[src/rtl/ucoded_core_hs_if.sv]
// rtl/ucoded_core_hs_if.sv - register-file and shared memory handshake bundle for ucoded_core_hs
interface ucoded_core_hs_if #(
  parameter int NUMREGS = 32
);
  localparam int WRFI = $clog2(NUMREGS);
  typedef logic [2:0] mem_addr_t;

  logic            rf_read;
  logic            rf_wren;
  logic [WRFI-1:0] regnum;
  logic [31:0]     rfread_data;
  logic [31:0]     rfwrite_data;
  logic            mem_read;
  logic            mem_wren;
  logic [31:0]     mem_addr;
  mem_addr_t       mem_size;
  logic [31:0]     memwrite_data;
  logic [31:0]     memread_data;
  logic            mem_ready;
  logic            host_trap;
  logic [1:0]      trap_cause;

  modport master (
    output rf_read, rf_wren, regnum, rfwrite_data,
    output mem_read, mem_wren, mem_addr, mem_size, memwrite_data,
    output host_trap, trap_cause,
    input  rfread_data, memread_data, mem_ready
  );

  modport slave (
    input  rf_read, rf_wren, regnum, rfwrite_data,
    input  mem_read, mem_wren, mem_addr, mem_size, memwrite_data,
    input  host_trap, trap_cause,
    output rfread_data, memread_data, mem_ready
  );
endinterface

[src/rtl/ucoded_core_hs.sv]
// rtl/ucoded_core_hs.sv - multi-cycle microcoded RV32I/E core with ready-based memory handshake
// Define CORE_MISALIGN_TRAP_EN to trap misaligned data accesses and jump/branch targets.
module ucoded_core_hs #(
  parameter int          NUMREGS   = 32,
  parameter logic [31:0] RESET_VEC = 32'h0000_0000
) (
  input logic              clk,
  input logic              rst,
  ucoded_core_hs_if.master bus
);
  localparam int WRFI = $clog2(NUMREGS);

  localparam logic [6:0] OP_LUI = 7'h37, OP_AUIPC = 7'h17, OP_JAL = 7'h6f, OP_JALR = 7'h67;
  localparam logic [6:0] OP_BRANCH = 7'h63, OP_LOAD = 7'h03, OP_STORE = 7'h23, OP_IMM = 7'h13;
  localparam logic [6:0] OP_OP = 7'h33, OP_FENCE = 7'h0f, OP_SYS = 7'h73;

  typedef enum logic [2:0] {S_FETCH, S_D1, S_D2, S_EX, S_BR, S_HALT} state_t;

  state_t      state, state_n;
  logic [31:0] pc, pc_next, inst, saved_addr, rs1_q, rs2_q;
  logic        is_load, is_store, via_d2, rd_pend;
  logic [1:0]  cause, cause_n;

  logic [6:0]  opcode;
  logic [4:0]  rd, rs1f, rs2f;
  logic [2:0]  f3;
  logic [31:0] i_imm, s_imm, b_imm, u_imm, j_imm;
  assign opcode = inst[6:0];
  assign rd     = inst[11:7];
  assign f3     = inst[14:12];
  assign rs1f   = inst[19:15];
  assign rs2f   = inst[24:20];
  assign i_imm  = {{20{inst[31]}}, inst[31:20]};
  assign s_imm  = {{20{inst[31]}}, inst[31:25], inst[11:7]};
  assign b_imm  = {{19{inst[31]}}, inst[31], inst[7], inst[30:25], inst[11:8], 1'b0};
  assign u_imm  = {inst[31:12], 12'b0};
  assign j_imm  = {{11{inst[31]}}, inst[31], inst[19:12], inst[20], inst[30:21], 1'b0};

  logic known, uses_rs1, uses_rs2, uses_rd, need_d2, reg_bad, illegal;
  always_comb begin
    known = 1'b1; uses_rs1 = 1'b0; uses_rs2 = 1'b0; uses_rd = 1'b0; need_d2 = 1'b0;
    case (opcode)
      OP_LUI, OP_AUIPC, OP_JAL: uses_rd = 1'b1;
      OP_JALR:   begin uses_rs1 = 1'b1; uses_rd = 1'b1; need_d2 = 1'b1; end
      OP_BRANCH, OP_STORE: begin uses_rs1 = 1'b1; uses_rs2 = 1'b1; need_d2 = 1'b1; end
      OP_LOAD:   begin uses_rs1 = 1'b1; uses_rd = 1'b1; need_d2 = 1'b1; end
      OP_IMM:    begin uses_rs1 = 1'b1; uses_rd = 1'b1; end
      OP_OP:     begin uses_rs1 = 1'b1; uses_rs2 = 1'b1; uses_rd = 1'b1; need_d2 = 1'b1; end
      OP_FENCE, OP_SYS: ;
      default:   known = 1'b0;
    endcase
  end
  // RV32E has no x16..x31; any used register field reaching them is illegal
  assign reg_bad = (NUMREGS == 16) &&
                   ((uses_rs1 && rs1f[4]) || (uses_rs2 && rs2f[4]) || (uses_rd && rd[4]));
  assign illegal = !known || reg_bad;

  // Operands arrive from the register file one cycle after the read; hold them across stalls
  logic [31:0] op_a, op_b;
  assign op_a = (rd_pend && !via_d2) ? bus.rfread_data : rs1_q;
  assign op_b = (rd_pend &&  via_d2) ? bus.rfread_data : rs2_q;

  logic [31:0] alu_b, alu_res;
  logic [4:0]  shamt;
  assign alu_b = (opcode == OP_OP) ? op_b : i_imm;
  assign shamt = alu_b[4:0];
  always_comb begin
    alu_res = 32'h0;
    case (f3)
      3'd0: alu_res = (opcode == OP_OP && inst[30]) ? op_a - alu_b : op_a + alu_b;
      3'd1: alu_res = op_a << shamt;
      3'd2: alu_res = {31'b0, $signed(op_a) < $signed(alu_b)};
      3'd3: alu_res = {31'b0, op_a < alu_b};
      3'd4: alu_res = op_a ^ alu_b;
      3'd5: alu_res = inst[30] ? $unsigned($signed(op_a) >>> shamt) : op_a >> shamt;
      3'd6: alu_res = op_a | alu_b;
      default: alu_res = op_a & alu_b;
    endcase
  end

  logic [31:0] ld_val, md;
  assign md = bus.memread_data;
  always_comb begin
    ld_val = md;
    case (f3)
      3'd0: ld_val = {{24{md[7]}}, md[7:0]};
      3'd1: ld_val = {{16{md[15]}}, md[15:0]};
      3'd4: ld_val = {24'b0, md[7:0]};
      3'd5: ld_val = {16'b0, md[15:0]};
      default: ld_val = md;
    endcase
  end

  logic [31:0] ex_result;
  always_comb begin
    ex_result = alu_res;
    case (opcode)
      OP_LUI:          ex_result = u_imm;
      OP_AUIPC:        ex_result = pc + u_imm;
      OP_JAL, OP_JALR: ex_result = pc + 32'd4;
      OP_LOAD:         ex_result = ld_val;
      default:         ex_result = alu_res;
    endcase
  end

  logic taken;
  always_comb begin
    taken = 1'b0;
    case (f3)
      3'd0: taken = (op_a == op_b);
      3'd1: taken = (op_a != op_b);
      3'd4: taken = ($signed(op_a) < $signed(op_b));
      3'd5: taken = !($signed(op_a) < $signed(op_b));
      3'd6: taken = (op_a < op_b);
      3'd7: taken = !(op_a < op_b);
      default: taken = 1'b0;
    endcase
  end

  logic [31:0] jal_tgt, jalr_tgt, d2_addr;
  assign jal_tgt  = pc + j_imm;
  assign jalr_tgt = (bus.rfread_data + i_imm) & ~32'd1;
  assign d2_addr  = bus.rfread_data + ((opcode == OP_STORE) ? s_imm : i_imm);

  logic jal_mis, jalr_mis, ls_mis, br_mis;
`ifdef CORE_MISALIGN_TRAP_EN
  assign jal_mis  = jal_tgt[1];
  assign jalr_mis = jalr_tgt[1];
  assign ls_mis   = (f3[1:0] == 2'd1 && d2_addr[0]) || (f3[1:0] == 2'd2 && d2_addr[1:0] != 2'd0);
  assign br_mis   = taken && saved_addr[1];
`else
  assign jal_mis  = 1'b0;
  assign jalr_mis = 1'b0;
  assign ls_mis   = 1'b0;
  assign br_mis   = 1'b0;
`endif

  logic            rf_read_o, rf_wren_o, mem_read_o, mem_wren_o, stall;
  logic [WRFI-1:0] regnum_o;
  logic [31:0]     mem_addr_o;
  logic [2:0]      mem_size_o;
  assign stall = (mem_read_o || mem_wren_o) && !bus.mem_ready;

  always_ff @(posedge clk) begin
    if (rst) begin
      state <= S_FETCH; pc <= RESET_VEC; pc_next <= RESET_VEC; inst <= 32'h0;
      saved_addr <= 32'h0; rs1_q <= 32'h0; rs2_q <= 32'h0; cause <= 2'd0;
      is_load <= 1'b0; is_store <= 1'b0; via_d2 <= 1'b0; rd_pend <= 1'b0;
    end else begin
      rd_pend <= rf_read_o;
      if (state == S_EX && rd_pend) begin
        if (via_d2) rs2_q <= bus.rfread_data;
        else        rs1_q <= bus.rfread_data;
      end
      if (!stall) begin
        state <= state_n;
        cause <= cause_n;
        case (state)
          S_FETCH: inst <= bus.memread_data;
          S_D1: begin
            pc_next  <= pc + ((opcode == OP_JAL) ? j_imm : 32'd4);
            is_load  <= (opcode == OP_LOAD);
            is_store <= (opcode == OP_STORE);
            via_d2   <= need_d2;
          end
          S_D2: begin
            rs1_q <= bus.rfread_data;
            if (opcode == OP_JALR) pc_next <= jalr_tgt;
            saved_addr <= (opcode == OP_BRANCH) ? pc + b_imm : d2_addr;
          end
          S_EX: begin
            if (opcode == OP_BRANCH) begin
              if (taken) pc_next <= saved_addr;
            end else begin
              pc <= pc_next;
              if (!(is_load || is_store)) inst <= bus.memread_data;
            end
          end
          S_BR: begin
            pc   <= pc_next;
            inst <= bus.memread_data;
          end
          default: ;
        endcase
      end
    end
  end

  always_comb begin
    state_n = state;
    cause_n = cause;
    case (state)
      S_FETCH: state_n = S_D1;
      S_D1: begin
        if (illegal)                            begin state_n = S_HALT; cause_n = 2'd1; end
        else if (opcode == OP_SYS)              begin state_n = S_HALT; cause_n = 2'd0; end
        else if (opcode == OP_JAL && jal_mis)   begin state_n = S_HALT; cause_n = 2'd2; end
        else state_n = need_d2 ? S_D2 : S_EX;
      end
      S_D2: begin
        if (((opcode == OP_LOAD || opcode == OP_STORE) && ls_mis) ||
            (opcode == OP_JALR && jalr_mis))    begin state_n = S_HALT; cause_n = 2'd2; end
        else state_n = S_EX;
      end
      S_EX: begin
        if (opcode == OP_BRANCH) begin
          if (br_mis) begin state_n = S_HALT; cause_n = 2'd2; end
          else state_n = S_BR;
        end else state_n = (is_load || is_store) ? S_FETCH : S_D1;
      end
      S_BR:    state_n = S_D1;
      default: state_n = S_HALT;
    endcase
  end

  always_comb begin
    rf_read_o = 1'b0; rf_wren_o = 1'b0; regnum_o = rd[WRFI-1:0];
    mem_read_o = 1'b0; mem_wren_o = 1'b0; mem_addr_o = pc; mem_size_o = 3'd2;
    if (!rst) begin
      case (state)
        S_FETCH: mem_read_o = 1'b1;
        S_D1: begin
          rf_read_o = uses_rs1 && !illegal;
          regnum_o  = rs1f[WRFI-1:0];
        end
        S_D2: begin
          rf_read_o = uses_rs2;
          regnum_o  = rs2f[WRFI-1:0];
        end
        S_EX: begin
          if (is_load || is_store) begin
            mem_read_o = is_load;
            mem_wren_o = is_store;
            mem_addr_o = saved_addr;
            mem_size_o = f3;
            rf_wren_o  = is_load && (rd != 5'd0) && bus.mem_ready;
          end else if (opcode != OP_BRANCH) begin
            mem_read_o = 1'b1;
            mem_addr_o = pc_next;
            rf_wren_o  = uses_rd && (rd != 5'd0) && bus.mem_ready;
          end
        end
        S_BR: begin
          mem_read_o = 1'b1;
          mem_addr_o = pc_next;
        end
        default: ;
      endcase
    end
  end

  assign bus.rf_read       = rf_read_o;
  assign bus.rf_wren       = rf_wren_o;
  assign bus.regnum        = regnum_o;
  assign bus.rfwrite_data  = ex_result;
  assign bus.mem_read      = mem_read_o;
  assign bus.mem_wren      = mem_wren_o;
  assign bus.mem_addr      = mem_addr_o;
  assign bus.mem_size      = mem_size_o;
  assign bus.memwrite_data = op_b;
  assign bus.host_trap     = (state == S_HALT);
  assign bus.trap_cause    = cause;
endmodule
[src/flat_wrapper.sv]
// flat-port wrapper written by rule: the top's interface ports become plain ports
module ucoded_core_hs_flat 
#(
  parameter int          NUMREGS   = 32,
  parameter logic [31:0] RESET_VEC = 32'h0000_0000
)
  (clk, rst, bus_rf_read, bus_rf_wren, bus_regnum, bus_rfwrite_data, bus_mem_read, bus_mem_wren, bus_mem_addr, bus_mem_size, bus_memwrite_data, bus_host_trap, bus_trap_cause, bus_rfread_data, bus_memread_data, bus_mem_ready);
  ucoded_core_hs_if #(.NUMREGS(NUMREGS)) bus_i ();
  input logic clk;
  input logic rst;
  output wire logic [$bits(bus_i.rf_read)-1:0] bus_rf_read;
  output wire logic [$bits(bus_i.rf_wren)-1:0] bus_rf_wren;
  output wire logic [$bits(bus_i.regnum)-1:0] bus_regnum;
  output wire logic [$bits(bus_i.rfwrite_data)-1:0] bus_rfwrite_data;
  output wire logic [$bits(bus_i.mem_read)-1:0] bus_mem_read;
  output wire logic [$bits(bus_i.mem_wren)-1:0] bus_mem_wren;
  output wire logic [$bits(bus_i.mem_addr)-1:0] bus_mem_addr;
  output wire logic [$bits(bus_i.mem_size)-1:0] bus_mem_size;
  output wire logic [$bits(bus_i.memwrite_data)-1:0] bus_memwrite_data;
  output wire logic [$bits(bus_i.host_trap)-1:0] bus_host_trap;
  output wire logic [$bits(bus_i.trap_cause)-1:0] bus_trap_cause;
  input wire logic [$bits(bus_i.rfread_data)-1:0] bus_rfread_data;
  input wire logic [$bits(bus_i.memread_data)-1:0] bus_memread_data;
  input wire logic [$bits(bus_i.mem_ready)-1:0] bus_mem_ready;
  assign bus_rf_read = bus_i.rf_read;
  assign bus_rf_wren = bus_i.rf_wren;
  assign bus_regnum = bus_i.regnum;
  assign bus_rfwrite_data = bus_i.rfwrite_data;
  assign bus_mem_read = bus_i.mem_read;
  assign bus_mem_wren = bus_i.mem_wren;
  assign bus_mem_addr = bus_i.mem_addr;
  assign bus_mem_size = bus_i.mem_size;
  assign bus_memwrite_data = bus_i.memwrite_data;
  assign bus_host_trap = bus_i.host_trap;
  assign bus_trap_cause = bus_i.trap_cause;
  assign bus_i.rfread_data = bus_rfread_data;
  assign bus_i.memread_data = bus_memread_data;
  assign bus_i.mem_ready = bus_mem_ready;
  ucoded_core_hs #(.NUMREGS(NUMREGS), .RESET_VEC(RESET_VEC)) u_core (.clk(clk), .rst(rst), .bus(bus_i));
endmodule
[config.mk]
export PLATFORM = sky130hd
export DESIGN_NAME = ucoded_core_hs_flat
export DESIGN_NICKNAME = d
export VERILOG_FILES = /design/src/rtl/ucoded_core_hs_if.sv /design/src/rtl/ucoded_core_hs.sv /design/src/flat_wrapper.sv
export SDC_FILE = /design/constraint.sdc
export NUM_CORES = 2
export LEC_CHECK = 0
export ABC_AREA = 1
export BUFFER_PORTS_ARGS = -buffer_cell sky130_fd_sc_hd__buf_2
export CORE_MARGIN = 5
export CORE_UTILIZATION = 50
export CTS_BUF_LIST = sky130_fd_sc_hd__clkbuf_8
export DETAILED_ROUTE_END_ITERATION = 16
export PLACE_DENSITY_LB_ADDON = 0.15
export SLEW_MARGIN = 25
export SYNTH_ARGS = -nofsm -noshare
export SYNTH_HDL_FRONTEND = slang
export SYNTH_SLANG_ARGS = --single-unit
[constraint.sdc]
create_clock -name clk -period 7.55 [get_ports clk]
set_input_delay 1.51 -clock clk [delete_from_list [all_inputs] [get_ports clk]]
set_output_delay 1.51 -clock clk [all_outputs]
set_load 0.02 [all_outputs]
==> impl_metrics.sql <==
INSERT INTO impl_metrics (metric_group, metric, value, unit) VALUES
('run_status', 'outcome', 'finished, violations left', ''),
('run_status', 'failed_checks', 'setup timing', ''),
('placement', 'place_congestion', '1.180', ''),
('global_route', 'first_global_vias', '34450', ''),
('clock_network', 'h-tree-depth', '4', ''),
('power_and_ir_drop', 'power.share.clock', '15.4', '%'),
('setup_path', 'reg2reg_slack', '2260', 'ps'),
('setup_path', 'crit_chain', 'nand2_2, buf_4, o21ai_0, inv_1, o21ai_0, ha_1, inv_1, o21ai_0, a21oi_1, o21ai_0, a21oi_1, nand2_1, nor2_1, o31ai_1, nand3b_1, nand2_1, nand2_1, buf_2', ''),
('clock_network', 'ctsLongestPathBuffers', '2', ''),
('timing', 'tightest_slew', '1233', 'ps'),
('detailed_routing', 'detail_route.vias_per_cell', '6.357', ''),
('die', 'design.die.area', '62350', 'um^2'),
('hold_path', 'hold_start', 'u_core.rs2_q[4]', ''),
('yosys', 'syn-num-nets', '5460', ''),
('yosys', 'postSynth.asyncResetShare', '0', '%'),
('detailed_routing', 'drt_iter0_markers', '5681', ''),
('setup_path', 'category_of_the_most_critical_setup_path', 'reg2out', ''),
('timing', 'slew_violations', '0', ''),
('setup_path', 'critical_path.top_delay_family', 'compound AO/OA/AOI/OAI gates', ''),
('global_route', 'antenna_violations_before_repair', '8', ''),
('yosys', 'ys_seq_elements', '200', ''),
('timing', 'finalSetupViolations', '1', ''),
('power_and_ir_drop', 'sequential_share_of_power', '25.2', '%'),
('detailed_routing', 'wl_per_cell', '26.89', 'um'),
('timing', 'grt_setup_unrepaired', 'no', ''),
('timing', 'period_share', '102.2', '%'),
('detailed_routing', 'drt_first_pass_iters', '9', ''),
('global_route', 'grt_first_pass_wirelength', '230200', 'um'),
('final_layout', 'post_route_cells_drive_above_1_share', '7.801', '%'),
('global_route', 'grt_start_max_net_pins', '138', ''),
('clock_network', 'cts.repair_timing.setup_buffer_count', '0', ''),
('power_and_ir_drop', 'pwr-share-comb', '59.3', '%'),
('setup_path', 'cp_data_required_time', '6040', 'ps'),
('placement', 'dp_slack', '339.9', 'ps'),
('final_layout', 'final.fill_count', '6137', ''),
('final_layout', 'num-nets-final', '5546', ''),
('timing', 'max_freq', '129.6', 'MHz'),
('setup_path', 'worst_setup_path_end_kind', 'output port', ''),
('yosys', 'post_synth_inst_count', '5144', ''),
('detailed_routing', 'drc', '0', ''),
('clock_network', 'cts_tree', 'yes', ''),
('clock_network', 'clock-sinks', '200', ''),
('die', 'fp-row-count', '87', ''),
('clock_network', 'clk-insertion-delay-late', '570', 'ps'),
('setup_path', 'crit_path_frequent_cell', 'sky130_fd_sc_hd__o21ai_0', ''),
('detailed_routing', 'highest-signal-layer', 'met5', ''),
('clock_network', 'cts_root_buffer', 'sky130_fd_sc_hd__clkbuf_8', ''),
('power_and_ir_drop', 'p_leak', '0.01560', 'uW'),
('power_and_ir_drop', 'power.share.switching', '55.89', '%'),
('clock_network', 'cts_buffers', '17', ''),
('setup_path', 'cp-start-kind', 'flip-flop', ''),
('timing', 'fin_worst_skew', '40.47', 'ps'),
('setup_path', 'rr_worst_depth', '20', ''),
('clock_network', 'cts-hold-fix-buffers', '0', ''),
('die', 'die_x', '249.7', 'um'),
('placement', 'place_hpwl', '126700', 'um'),
('setup_path', 'critical_path.n_buffers_inverters', '4', ''),
('die', 'initial_utilization', '50.75', '%'),
('detailed_routing', 'route.final.wire_length', '161400', 'um'),
('die', 'io_pins', '178', ''),
('final_layout', 'area_growth_syn_to_layout', '7.796', '%'),
('timing', 'setup_ws', '-166.2', 'ps'),
('die', 'core_area', '56600', 'um^2'),
('clock_network', 'postCtsResizedCells', '0', ''),
('timing', 'period_needed', '7716', 'ps'),
('yosys', 'synth_edf_count', '0', ''),
('setup_path', 'worst_r2r_startpoint', 'u_core.inst[5]', ''),
('detailed_routing', 'wl_met2', '65720', 'um'),
('yosys', 'yosysWarningCount', '0', ''),
('placement', 'place.port_buffers', '176', ''),
('yosys', 'synth_cell_types', '65', '');
==> registers in the layout (all words and copies together), names as in the netlist <==
signal	flops
u_core.rs1_q	32
u_core.inst	32
u_core.rs2_q	32
u_core.is_store	1
u_core.bus.trap_cause	1
u_core.rd_pend	1
u_core.pc_next	32
u_core.state	3
u_core.saved_addr	32
u_core.via_d2	1
u_core.pc	32
u_core.is_load	1
==> metal layers <==
layer,up-vias,track usage (%)
li1,17380,-
met1,17180,54.85
met3,811,13.67
met2,2798,72.92
met4,8,49.06
met5,-,0
==> synth_stat cells, types with 4 or more instances <==
master                      instances  area [um^2]
sky130_fd_sc_hd__a211oi_1          18        135.1
sky130_fd_sc_hd__a21boi_0          16        120.1
sky130_fd_sc_hd__a21o_1            12        90.09
sky130_fd_sc_hd__a21oi_1          528         2643
sky130_fd_sc_hd__a221oi_1          13        113.9
sky130_fd_sc_hd__a311oi_1           4        35.03
sky130_fd_sc_hd__a31oi_1           36        225.2
sky130_fd_sc_hd__and3_1             8        50.05
sky130_fd_sc_hd__buf_1             23        86.33
sky130_fd_sc_hd__buf_2             49        245.2
sky130_fd_sc_hd__buf_4              5        37.54
sky130_fd_sc_hd__clkbuf_1         146        548.0
sky130_fd_sc_hd__clkinv_1           8        30.03
sky130_fd_sc_hd__dfxtp_1          200         4004
sky130_fd_sc_hd__fa_1               5        100.1
sky130_fd_sc_hd__ha_1             244         3053
sky130_fd_sc_hd__inv_1            631         2369
sky130_fd_sc_hd__inv_2             19        71.32
sky130_fd_sc_hd__nand2_1         1320         4955
sky130_fd_sc_hd__nand2_2            7        43.79
sky130_fd_sc_hd__nand3_1          400         2002
sky130_fd_sc_hd__nand3b_1           7        52.55
sky130_fd_sc_hd__nand4_1           53        331.6
sky130_fd_sc_hd__nor2_1           439         1648
sky130_fd_sc_hd__nor2_2             4        25.02
sky130_fd_sc_hd__nor2_4             4        45.04
sky130_fd_sc_hd__nor3_1            75        375.4
sky130_fd_sc_hd__nor4_1            26        162.7
sky130_fd_sc_hd__o2111ai_1          8        70.07
sky130_fd_sc_hd__o211ai_1          76        570.6
sky130_fd_sc_hd__o21a_1            47        352.8
sky130_fd_sc_hd__o21ai_0          461         2307
sky130_fd_sc_hd__o21ai_1           67        335.3
sky130_fd_sc_hd__o21bai_1          18        135.1
sky130_fd_sc_hd__o221ai_1          34        297.8
sky130_fd_sc_hd__o22ai_1           15        93.84
sky130_fd_sc_hd__o31ai_1            6        45.04
sky130_fd_sc_hd__or2_2             28        175.2
sky130_fd_sc_hd__xnor2_1           16        140.1
sky130_fd_sc_hd__xor2_1            31        271.5
==> area by class of cell <==
| cell class | instances | area (um^2) | share of cell area [%] |
|---|---|---|---|
| Antenna cell | 6 | 15.01 | 0.04849 |
| Tap cell | 756 | 945.9 | 3.055 |
| Timing Repair Buffer | 291 | 1748 | 5.645 |
| Multi-Input combinational cell | 4061 | 21370 | 69.02 |
| Clock inverter | 15 | 163.9 | 0.5293 |
| Inverter | 659 | 2480 | 8.008 |
| Sequential cell | 200 | 4005 | 12.93 |
| Clock buffer | 17 | 234.0 | 0.7556 |
==> through the flow <==
stage	cells	cell area (um^2)	total power [uW]	setup TNS, ps	util (%)
final	6005	30970	4915	-166.2	54.71
after global routing	6000	30950	5101	0	54.68
after CTS	5997	30930	4719	0	54.64
after detailed placement	5965	30530	3984	0	53.94
after global placement	5965	30530	3975	0	53.94
after floorplan	5144	28730	2950	0	-
==> cells in the final DEF (no fill, tap or decap), drive strengths merged, types with 8 or more instances in the layout <==
| cell type | Yosys | layout |
|---|---|---|
| nand2 | 1328 | 1328 |
| clkbuf | 146 | 17 |
| ha | 244 | 244 |
| a21o | 12 | 12 |
| dfxtp | 200 | 200 |
| xor2 | 31 | 31 |
| inv | 650 | 657 |
| nor3 | 78 | 78 |
| a21boi | 17 | 17 |
| o21bai | 18 | 18 |
| a211oi | 18 | 18 |
| nor2 | 447 | 447 |
| o21a | 47 | 47 |
| clkinv | 9 | 15 |
| a21oi | 530 | 530 |
| a221oi | 13 | 13 |
| and3 | 8 | 8 |
| o2111ai | 8 | 8 |
| xnor2 | 16 | 16 |
| buf | 78 | 291 |
| nor4 | 26 | 26 |
| o21ai | 530 | 530 |
| nand3 | 401 | 401 |
| or2 | 32 | 32 |
| o221ai | 34 | 34 |
| a31oi | 36 | 36 |
| o211ai | 76 | 76 |
| o22ai | 15 | 15 |
| nand4 | 53 | 53 |
==> power groups by stage <==
| stage | registers [uW] | logic (uW) | clock network [uW] |
|---|---|---|---|
| 4_1_cts | 1230 | 2740 | 747 |
| 6_report | 1240 | 2920 | 758 |
| 5_1_grt | 1240 | 3080 | 785 |
| 3_5_place_dp | 1250 | 2730 | 0 |
| 2_1_floorplan | 1220 | 1730 | 0 |
| 3_3_place_gp | 1250 | 2720 | 0 |
==> cell families after synthesis <==
kind of cell / count (synthesis) / synth area share (%)
AOI/OAI and AO/OA: 1375 / 26.89
xor gates and xnor gates: 47 / 1.433
adders and majority gates: 249 / 10.98
buffers and inverters: 883 / 11.85
DFF: 200 / 13.94
muxes: 3 / 0.1045
other: 1 / 0.01305
and+or+nand+nor: 2386 / 34.80
==> worst min-delay path, stage by stage (launching register included) <==
cell	delay, ps
sky130_fd_sc_hd__dfxtp_1	310
sky130_fd_sc_hd__inv_1	60
sky130_fd_sc_hd__a21oi_1	50
==> how the worst min path moves through the flow <==
stage                       to  cells past startpoint
6_report       u_core.rs2_q[4]                      2
5_1_grt        u_core.rs2_q[4]                      2
4_1_cts         u_core.inst[0]                      2
3_5_place_dp    u_core.inst[0]                      2
3_3_place_gp    u_core.inst[0]                      2
2_1_floorplan   u_core.inst[1]                      2
Note: power is estimated with default switching activity, not from simulation.
